**src/rtl/seg7_pkg.sv**
```systemverilog
// Shared seven-segment types, active-low glyph constants and the BCD decoder
// function used by the multiplexed display driver.
package seg7_pkg;

  // seg[0] is segment a, seg[6] is segment g.
  typedef logic [0:6] seg7_t;

  localparam seg7_t SEG_0     = 7'b0000001;
  localparam seg7_t SEG_1     = 7'b1001111;
  localparam seg7_t SEG_2     = 7'b0010010;
  localparam seg7_t SEG_3     = 7'b0000110;
  localparam seg7_t SEG_4     = 7'b1001100;
  localparam seg7_t SEG_5     = 7'b0100100;
  localparam seg7_t SEG_6     = 7'b0100000;
  localparam seg7_t SEG_7     = 7'b0001111;
  localparam seg7_t SEG_8     = 7'b0000000;
  localparam seg7_t SEG_9     = 7'b0000100;
  localparam seg7_t SEG_DASH  = 7'b1111110;
  localparam seg7_t SEG_BLANK = 7'b1111111;

  // Non-BCD nibbles (10..15) render as a dash so bad data is visible on the board.
  function automatic seg7_t bcd2seg(input logic [3:0] bcd);
    case (bcd)
      4'd0:    return SEG_0;
      4'd1:    return SEG_1;
      4'd2:    return SEG_2;
      4'd3:    return SEG_3;
      4'd4:    return SEG_4;
      4'd5:    return SEG_5;
      4'd6:    return SEG_6;
      4'd7:    return SEG_7;
      4'd8:    return SEG_8;
      4'd9:    return SEG_9;
      default: return SEG_DASH;
    endcase
  endfunction

endpackage

```
**src/rtl/seg7_decode.sv**
```systemverilog
// Combinational BCD nibble to active-low seven-segment pattern.
module seg7_decode
  import seg7_pkg::*;
(
  input  logic [3:0] bcd,
  output seg7_t      seg
);

  assign seg = bcd2seg(bcd);

endmodule

```
**src/rtl/seg7_mux_driver.sv**
```systemverilog
// Multiplexed N-digit seven-segment driver: double-buffered BCD capture,
// slot-based digit scan with dead time, leading-zero suppression, registered outputs.
module seg7_mux_driver
  import seg7_pkg::*;
#(
  parameter int N_DIGITS    = 4,
  parameter int REFRESH_DIV = 100000,
  parameter int DEAD_CYCLES = 2,
  parameter bit ACTIVE_LOW  = 1'b1
) (
  input  logic                  clk,
  input  logic                  rst_n,
  input  logic                  load,
  input  logic [4*N_DIGITS-1:0] digits,
  input  logic [N_DIGITS-1:0]   dp_in,
  input  logic                  lz_blank,
  output logic [0:6]            seg,
  output logic                  dp,
  output logic [N_DIGITS-1:0]   an
);

  localparam int CNT_W = (REFRESH_DIV > 1) ? $clog2(REFRESH_DIV) : 1;
  localparam int IDX_W = (N_DIGITS > 1) ? $clog2(N_DIGITS) : 1;

  localparam logic [CNT_W-1:0] CNT_LAST = CNT_W'(REFRESH_DIV - 1);
  localparam logic [IDX_W-1:0] IDX_LAST = IDX_W'(N_DIGITS - 1);

  // Everything is computed in active-low form; INV flips it at the output register.
  localparam logic INV = ~ACTIVE_LOW;

  logic [4*N_DIGITS-1:0] shadow_digits;
  logic [N_DIGITS-1:0]   shadow_dp;
  logic [CNT_W-1:0]      cnt;
  logic [IDX_W-1:0]      idx;

  logic [N_DIGITS-1:0]   blank_mask;
  logic [3:0]            cur_bcd;
  logic                  cur_dp;
  logic                  cur_blank;
  seg7_t                 cur_seg;
  logic                  in_dead;

  seg7_t                 seg_al;
  logic                  dp_al;
  logic [N_DIGITS-1:0]   an_al;

  // NOTE: the shadow is a handful of flops, not a RAM, so it is reset like any other state.
  always_ff @(posedge clk or negedge rst_n) begin
    if (!rst_n) begin
      shadow_digits <= '0;
      shadow_dp     <= '0;
    end else if (load) begin
      shadow_digits <= digits;
      shadow_dp     <= dp_in;
    end
  end

  // NOTE: sequential state uses non-blocking assignments so all flops update from pre-edge values.
  always_ff @(posedge clk or negedge rst_n) begin
    if (!rst_n) begin
      cnt <= '0;
      idx <= '0;
    end else if (cnt == CNT_LAST) begin
      cnt <= '0;
      idx <= (idx == IDX_LAST) ? '0 : idx + 1'b1;
    end else begin
      cnt <= cnt + 1'b1;
    end
  end

  // NOTE: blocking assignments here on purpose: 'seen' is a running OR carried down the loop.
  always_comb begin
    logic seen;
    seen       = 1'b0;
    blank_mask = '0;
    for (int k = N_DIGITS - 1; k >= 0; k--) begin
      seen          = seen | (|shadow_digits[4*k +: 4]);
      blank_mask[k] = lz_blank & ~seen;
    end
    blank_mask[0] = 1'b0;
  end

  // NOTE: every output gets a default before the loop so no latch is inferred.
  always_comb begin
    cur_bcd   = '0;
    cur_dp    = 1'b0;
    cur_blank = 1'b0;
    for (int k = 0; k < N_DIGITS; k++) begin
      if (idx == IDX_W'(k)) begin
        cur_bcd   = shadow_digits[4*k +: 4];
        cur_dp    = shadow_dp[k];
        cur_blank = blank_mask[k];
      end
    end
  end

  seg7_decode u_decode (
    .bcd (cur_bcd),
    .seg (cur_seg)
  );

  generate
    if (DEAD_CYCLES > 0) begin : g_dead
      assign in_dead = (cnt < CNT_W'(DEAD_CYCLES));
    end else begin : g_no_dead
      assign in_dead = 1'b0;
    end
  endgenerate

  always_comb begin
    seg_al = cur_blank ? SEG_BLANK : cur_seg;
    dp_al  = ~(cur_dp & ~cur_blank);
    an_al  = '1;
    for (int k = 0; k < N_DIGITS; k++) begin
      an_al[k] = in_dead | (idx != IDX_W'(k));
    end
  end

  always_ff @(posedge clk or negedge rst_n) begin
    if (!rst_n) begin
      seg <= SEG_BLANK ^ {7{INV}};
      dp  <= 1'b1 ^ INV;
      an  <= {N_DIGITS{1'b1}} ^ {N_DIGITS{INV}};
    end else begin
      seg <= seg_al ^ {7{INV}};
      dp  <= dp_al ^ INV;
      an  <= an_al ^ {N_DIGITS{INV}};
    end
  end

endmodule

```
**config.mk**
```make
export PLATFORM = sky130hd
export DESIGN_NAME = seg7_mux_driver
export DESIGN_NICKNAME = d
export VERILOG_FILES = /design/src/rtl/seg7_pkg.sv /design/src/rtl/seg7_decode.sv /design/src/rtl/seg7_mux_driver.sv
export SDC_FILE = /design/constraint.sdc
export NUM_CORES = 1
export LEC_CHECK = 0
export CAP_MARGIN = 10
export CORE_MARGIN = 2
export CORE_UTILIZATION = 40
export CTS_CLUSTER_DIAMETER = 120
export DETAILED_ROUTE_END_ITERATION = 6
export PLACE_DENSITY = 0.7
export SYNTH_ARGS = -nofsm -noshare
export SYNTH_HDL_FRONTEND = slang
export SYNTH_SLANG_ARGS = --single-unit
```
**constraint.sdc**
```tcl
create_clock -name clk -period 2.25 [get_ports clk]
set_input_delay 0.45 -clock clk [delete_from_list [all_inputs] [get_ports clk]]
set_output_delay 0.45 -clock clk [all_outputs]
set_load 0.1 [all_outputs]
```
==> results.md, run 1 <==
- Grt ovf: 0
- Sequential fraction of the synthesis area: 52.0%
- Port-buffer cells: 35
- Crit path max fanout: 8
- Post-Syn Area: 2480 sq um
- GPL Wtd Cong: ~0.8
- Dpl hpwl: 3.48 mm
- Worst-path clk slew: 100 ps
- Max-Cap Viols: 0
- Area growth syn-to-layout: 24.0%
- Uppermost layer routed: met4
- Non-Filler Instances: 340
- DP Cell Count: 331
- Pre-Repair DR Iteration Count: 4
- Maximum clock path buffer count: 2
- Slowest cell delay on critical path: 410 ps
- Hold Fails Final Rpt: 0
- Status: completed
- Period utilization: 93.1%
- Detailed Route WL: 4.74 mm
- CP delay by family, top: compound AO/OA/AOI/OAI gates
- Final min period: 2090 ps
- Synthesized area per cell: 11.3 sq um
- Post-synthesis cell count: roughly 220
- Worst EP required: about 2500 ps
- Root Driver: clkbuf_8
- Int Pwr: 1.35 mW
- CTS tree: done
- Metal3 WL: 162 um
- Crit Path Class: reg2reg
- Most common cell after layout, fill and taps aside: dfrtp_1
- Die Area: a little under 7000 sq um
- Initial antenna violation count: 0
- Worst path buffer plus inverter count: 2
- NetSw: 0.594 mW
- Max IR drop VDD: between 400 and 500 uV
- Top FF cell, synth: dfrtp_1
- Largest net degree at the start of global routing: 29
- Drt drc: 0
- CP endpoint kind: flip-flop
- Critical path's slowest cell: dfrtp_2
- Antenna-violating nets left: 0
- Net Count, Synth: 254
- Placeable Area: 5960 sq um
- Drt wl/cell: 13.9 um
- Setup violators final: 0
- Vias in the first global route: 1,928
- Static Leak: 1.32 nW
- Comb pwr share: 21.0%
- Final core occ: roughly half
- Final nets: 299
- Setup crit start kind: flip-flop
- Total GRT Usage: 14.7%
- Netlist cell types: 45
- Power Dens Cells: 631 nW/um^2
- Row cnt: 28
- Final Skew: 12.3 ps
- CP cell instances: inv_1, ha_4, nand3b_1, a221o_1, buf_4, ha_1, o21a_1, o21ai_0
- Worst rel slew slack: ~63%
- First-pass GRT wire length: between 8 and 9 mm
- R2r startpoint: idx[1]$_DFFE_PN0N_
- Die X: 82.8 um
- Antenna diodes: 0
- Layout cells sized above 1: 29.8%
- Max-slew violation count: 0
- Met2 WL: 2.34 mm
- Commonest non-fill, non-tap cells in the layout: dfrtp_1, clkdlybuf4s50_1, buf_4
- First DRT Iteration DRCs: 122
- Critical path data arrival time: 2340 ps
- Yosys reg bits: 51
- Slew of the pin with the lowest slew margin: between 500 and 600 ps
- Start point of the critical path: idx[1]$_DFFE_PN0N_
- Routed via count: 1,772
- Max Clk Rate: 477 MHz
- Initial Util: 41.7%
- Die Span Y: ~83 um
- M1 wire length: about 2.1 mm
- EDFF count, synth: 0
- Async SR Flop Fraction: 100%
- Clk network pwr share: 26.6%
- Clock insertion delay at the later pin of the skew report: 310 ps
- Io pins: 36
- Number of synthesis warnings: 0
- Sequential share of power: 52.4%
- Clk sinks: 51
- Sw Ratio: 30.6%
- CTS H-tree depth: 2
- Vias per inst: 5.21
- Worst Hold Class: in2async
- Total CTS buffers: 5
## logic make-up (layout without fill, tap and decap cells)
| group | Yosys count | count (layout) | synth area share [%] |
|---|---|---|---|
| AND/OR/NAND/NOR | 74 | 74 | 16.4 |
| buffers and inverters | 18 | 64 | 2.92 |
| flip-flops | 51 | 51 | 52.0 |
| XOR/XNOR | 13 | 13 | 4.58 |
| adder cells (fa/ha/maj) | 11 | 11 | 5.54 |
| AO/OA/AOI/OAI | 29 | 29 | 8.31 |
| multiplexers | 23 | 23 | 10.3 |
## layout make-up
| type | instances | area (sq um) |
|---|---|---|
| Clock buffer | 6 | 72.6 |
| Tap cell | 75 | 93.8 |
| Timing Repair Buffer | 46 | 410 |
| Inverter | 10 | 37.5 |
| Fill cell | 559 | 2870 |
| Multi-Input combinational cell | 150 | 1160 |
| Sequential cell | 51 | 1290 |
| Clock inverter | 2 | 12.5 |
## stage by stage
stage	worst slack (ps)	hold slack, ps	setup TNS (ps)	power, mW	cell area [sq um]
6_report	155	109	0	1.94	3080
5_1_grt	-7.85	156	-7.85	2.04	3080
4_1_cts	31.5	127	0	1.97	3030
3_5_place_dp	55.4	469	0	1.44	2950
3_3_place_gp	164	465	0	1.44	2950
2_1_floorplan	149	154	0	1.31	2480
## worst register-to-register path: stages (launching register included)
cell and delay, ps:
dfrtp_2 410, inv_1 110, ha_4 200, nand3b_1 160, a221o_1 350, buf_4 160, ha_1 310, o21a_1 180
o21ai_0 140
## what timing repair did
action / CTS / global route
buffers inserted: 0 / 1
gates resized for setup: 0 / 11
hold buffers: 0 / 0
setup endpoints to repair: 0 / 6
hold endpoints to repair: 0 / 0
## sequential cells by signal, summed over array words and instances (netlist names)
register and cells:
shadow_dp 4, shadow_digits 16, seg 7, dp 1, an 4, cnt 17, idx 2
## power by group through the flow
stage,clock network [mW],logic (mW),registers [mW]
after floorplan,0,0.113,1.20
after global placement,0,0.402,1.04
after detailed placement,0,0.406,1.04
after CTS,0.538,0.406,1.02
after global routing,0.580,0.434,1.03
final,0.517,0.408,1.02
## per-layer routing
metal	track usage, %	vias to the layer above
met4	6.56	0
met3	3.08	12
met1	17.4	861
met2	25.7	36
met5	0	-
li1	-	863
## cell usage after synthesis, drive strengths merged, types with 3 or more instances
| cell type | instances | area share, % |
|---|---|---|
| dfstp | 12 | 13 |
| mux2 | 21 | 9.5 |
| a31oi | 3 | 0.76 |
| and3 | 5 | 1.3 |
| nor3 | 6 | 1.2 |
| nor4 | 4 | 1.0 |
| a211oi | 4 | 1.2 |
| nor2 | 13 | 2.0 |
| nand3b | 3 | 0.91 |
| xor2 | 6 | 2.1 |
| nand3 | 4 | 1.0 |
| inv | 10 | 1.5 |
| buf | 6 | 1.1 |
| dfrtp | 39 | 39 |
| nor2b | 4 | 1.0 |
| nand4 | 3 | 0.76 |
| xnor2 | 7 | 2.5 |
| o21ai | 6 | 1.2 |
| nand2 | 18 | 2.7 |
| ha | 11 | 5.5 |
| a21oi | 4 | 0.81 |
## path summary, 6_finish.rpt
check | endpoint | slack, ps | depth (start not counted)
setup / recovery | seg[1]$_DFF_PN1_ | 160 | 8
hold / removal | shadow_digits[14]$_DFFE_PN0P_ | 110 | 1
setup reg to reg | seg[1]$_DFF_PN1_ | 160 | 8
hold reg to reg | cnt[0]$_DFF_PN0_ | 490 | 1
max in group asynchronous | an[3]$_DFF_PN1_ | 1520 | 2
min in group clk | cnt[0]$_DFF_PN0_ | 490 | 1
(Power assumes the default switching activity.)
==> run 2: changes to the inputs <==
--- a/config.mk
+++ b/config.mk
@@ -7,10 +7,10 @@
 export LEC_CHECK = 0
 export CAP_MARGIN = 10
 export CORE_MARGIN = 2
-export CORE_UTILIZATION = 40
+export CORE_UTILIZATION = 49
 export CTS_CLUSTER_DIAMETER = 120
 export DETAILED_ROUTE_END_ITERATION = 6
-export PLACE_DENSITY = 0.7
+export PLACE_DENSITY = 0.82
 export SYNTH_ARGS = -nofsm -noshare
 export SYNTH_HDL_FRONTEND = slang
 export SYNTH_SLANG_ARGS = --single-unit
==> run 2 against run 1 <==
  * Non-clock buffer count down 1
  * Register-to-register slack worse by 60 ps
  * Total power rose by 1.4%
  * Clock-buffer cell count increased by 1
==> results.md, run 2 (synthesis results as in run 1) <==
- Status: completed
- Initial antenna violation count: 0
- Final core occ: between 60 and 70%
- Max Clk Rate: ~460 MHz
- Vias per inst: 5.39
- Max-slew violation count: 0
- Commonest non-fill, non-tap cells in the layout: dfrtp_1, clkdlybuf4s50_1, mux2_2, buf_4, nand2_1
- Area growth syn-to-layout: 23.7%
- CP endpoint kind: flip-flop
- Static Leak: 1.32 nW
- Drt wl/cell: 14.9 um
- Setup crit start kind: flip-flop
- Clk sinks: 51
- Antenna diodes: 0
- Power Dens Cells: 642 nW/um^2
- Number of flip-flops in the largest register: 17
- Final nets: 298
- Most common cell after layout, fill and taps aside: dfrtp_1
- Final Skew: 12.2 ps
- Drt drc: 0
- Setup violators final: 0
- Fill cells: 397
- Port-buffer cells: 35
- First-pass GRT wire length: 8.22 mm
- Hold Fails Final Rpt: 0
- Slew of the pin with the lowest slew margin: 566 ps
- CTS tree: done
- Max IR drop VDD: just over 400 uV
- Worst-path clk slew: around 90 ps
- DP Cell Count: 321
- Non-Filler Instances: 331
- GPL Wtd Cong: 0.844
- Clock insertion delay at the later pin of the skew report: roughly 310 ps
- Hold_ws: 120 ps
- Antenna-violating nets left: 0
- Largest Register: cnt
- Worst Hold Class: in2async
- First DRT Iteration DRCs: 81
- Total GRT Usage: 19.3%
- Regs by FF count: cnt (17), shadow_digits (16), seg (7)
- Period utilization: a little over nine tenths
- CTS H-tree depth: 2
- Row cnt: 25
- Crit path max fanout: 6
- Routed via count: 1,784
- Hold Buf Count CTS: 0
- Dpl hpwl: 3.59 mm
- Detailed Route WL: 4.94 mm
- Total CTS buffers: 5
- Worst rel slew slack: 62.3%
- Die X: 75.2 um
- Die Span Y: 75.2 um
- Maximum clock path buffer count: 2
- Io pins: 36
- Crit Path Class: reg2reg
- Die Area: 5660 sq um
- Vias in the first global route: 1,830
- Root Driver: clkbuf_8
- Critical path data arrival time: 2380 ps
- Worst EP required: 2470 ps
- Max-Cap Viols: 0
- Placeable Area: 4820 sq um
- Pre-Repair DR Iteration Count: 4
- Grt ovf: 0
- Layout cells sized above 1: 30.3%
- Final min period: 2160 ps
- Initial Util: 51.6%
- Largest net degree at the start of global routing: 27
run 2: changes by cell type in the layout (fill, tap and decap cells not counted), sizes merged:
cell | previous run | this run
clkbuf | 6 | 7
buf | 24 | 23
clkinvlp | 1 | 0
run 2: worst paths after layout:
kind / start / to / slack, ps / cells after the start
min in group clk: cnt[0]$_DFF_PN0_ / cnt[0]$_DFF_PN0_ / 480 / 1
max reg2reg: idx[0]$_DFFE_PN0N_ / seg[1]$_DFF_PN1_ / 90 / 8
max in group asynchronous: rst_n / idx[1]$_DFFE_PN0N_ / 1570 / 2
min: rst_n / shadow_digits[13]$_DFFE_PN0P_ / 120 / 1
min reg2reg: cnt[0]$_DFF_PN0_ / cnt[0]$_DFF_PN0_ / 480 / 1
max: idx[0]$_DFFE_PN0N_ / seg[1]$_DFF_PN1_ / 90 / 8
run 2: per-layer routing:
| metal | part of all wire [%] | global-route usage, % |
|---|---|---|
| met2 | 53 | 34.6 |
| met4 | 1.9 | 7.99 |
| met5 | 0 | 0 |
| met3 | 4.5 | 3.61 |
| met1 | 41 | 22.8 |
run 2: cell type report:
| cell class | instances | area [sq um] | area share (%) |
|---|---|---|---|
| tap | 67 | 83.8 | 2.73 |
| multi-input combinational | 150 | 1160 | 37.9 |
| clock buffer | 7 | 86.3 | 2.81 |
| sequential | 51 | 1290 | 42.1 |
| clock inverter | 1 | 5.00 | 0.163 |
| inverter | 10 | 37.5 | 1.22 |
| timing repair buffer | 45 | 403 | 13.1 |
run 2: repair_timing:
item / 4_1_cts / 5_1_grt
gates cloned: 0 / 0
setup endpoints to repair: 1 / 6
pin swaps: 0 / 1
buffers inserted: 0 / 2
endpoints found under the hold margin: 0 / 0
resized for setup: 1 / 11
run 2: power breakdown:
part / internal (mW) / switching (mW)
Sequential: 0.989 / 0.0315
Combinational: 0.146 / 0.271
Clock: 0.248 / 0.285
Total: 1.38 / 0.588
run 2: metrics by stage:
stage,setup WS [ps],TNS (ps),power (mW),area (sq um)
after global placement,130,0,1.44,2920
after detailed placement,16.0,0,1.44,2920
after CTS,77.2,0,1.98,3020
after global routing,-34.2,-84.1,2.05,3070
final,94.0,0,1.97,3070
after floorplan,149,0,1.31,2480
run 2: worst max-delay path: stages (launching register included):
cell and delay (ps):
dfrtp_2 450, inv_1 140, ha_2 250, nand3b_1 110, a221o_1 380, nand2_2 140
ha_1 270, o21a_1 190, o21ai_0 150
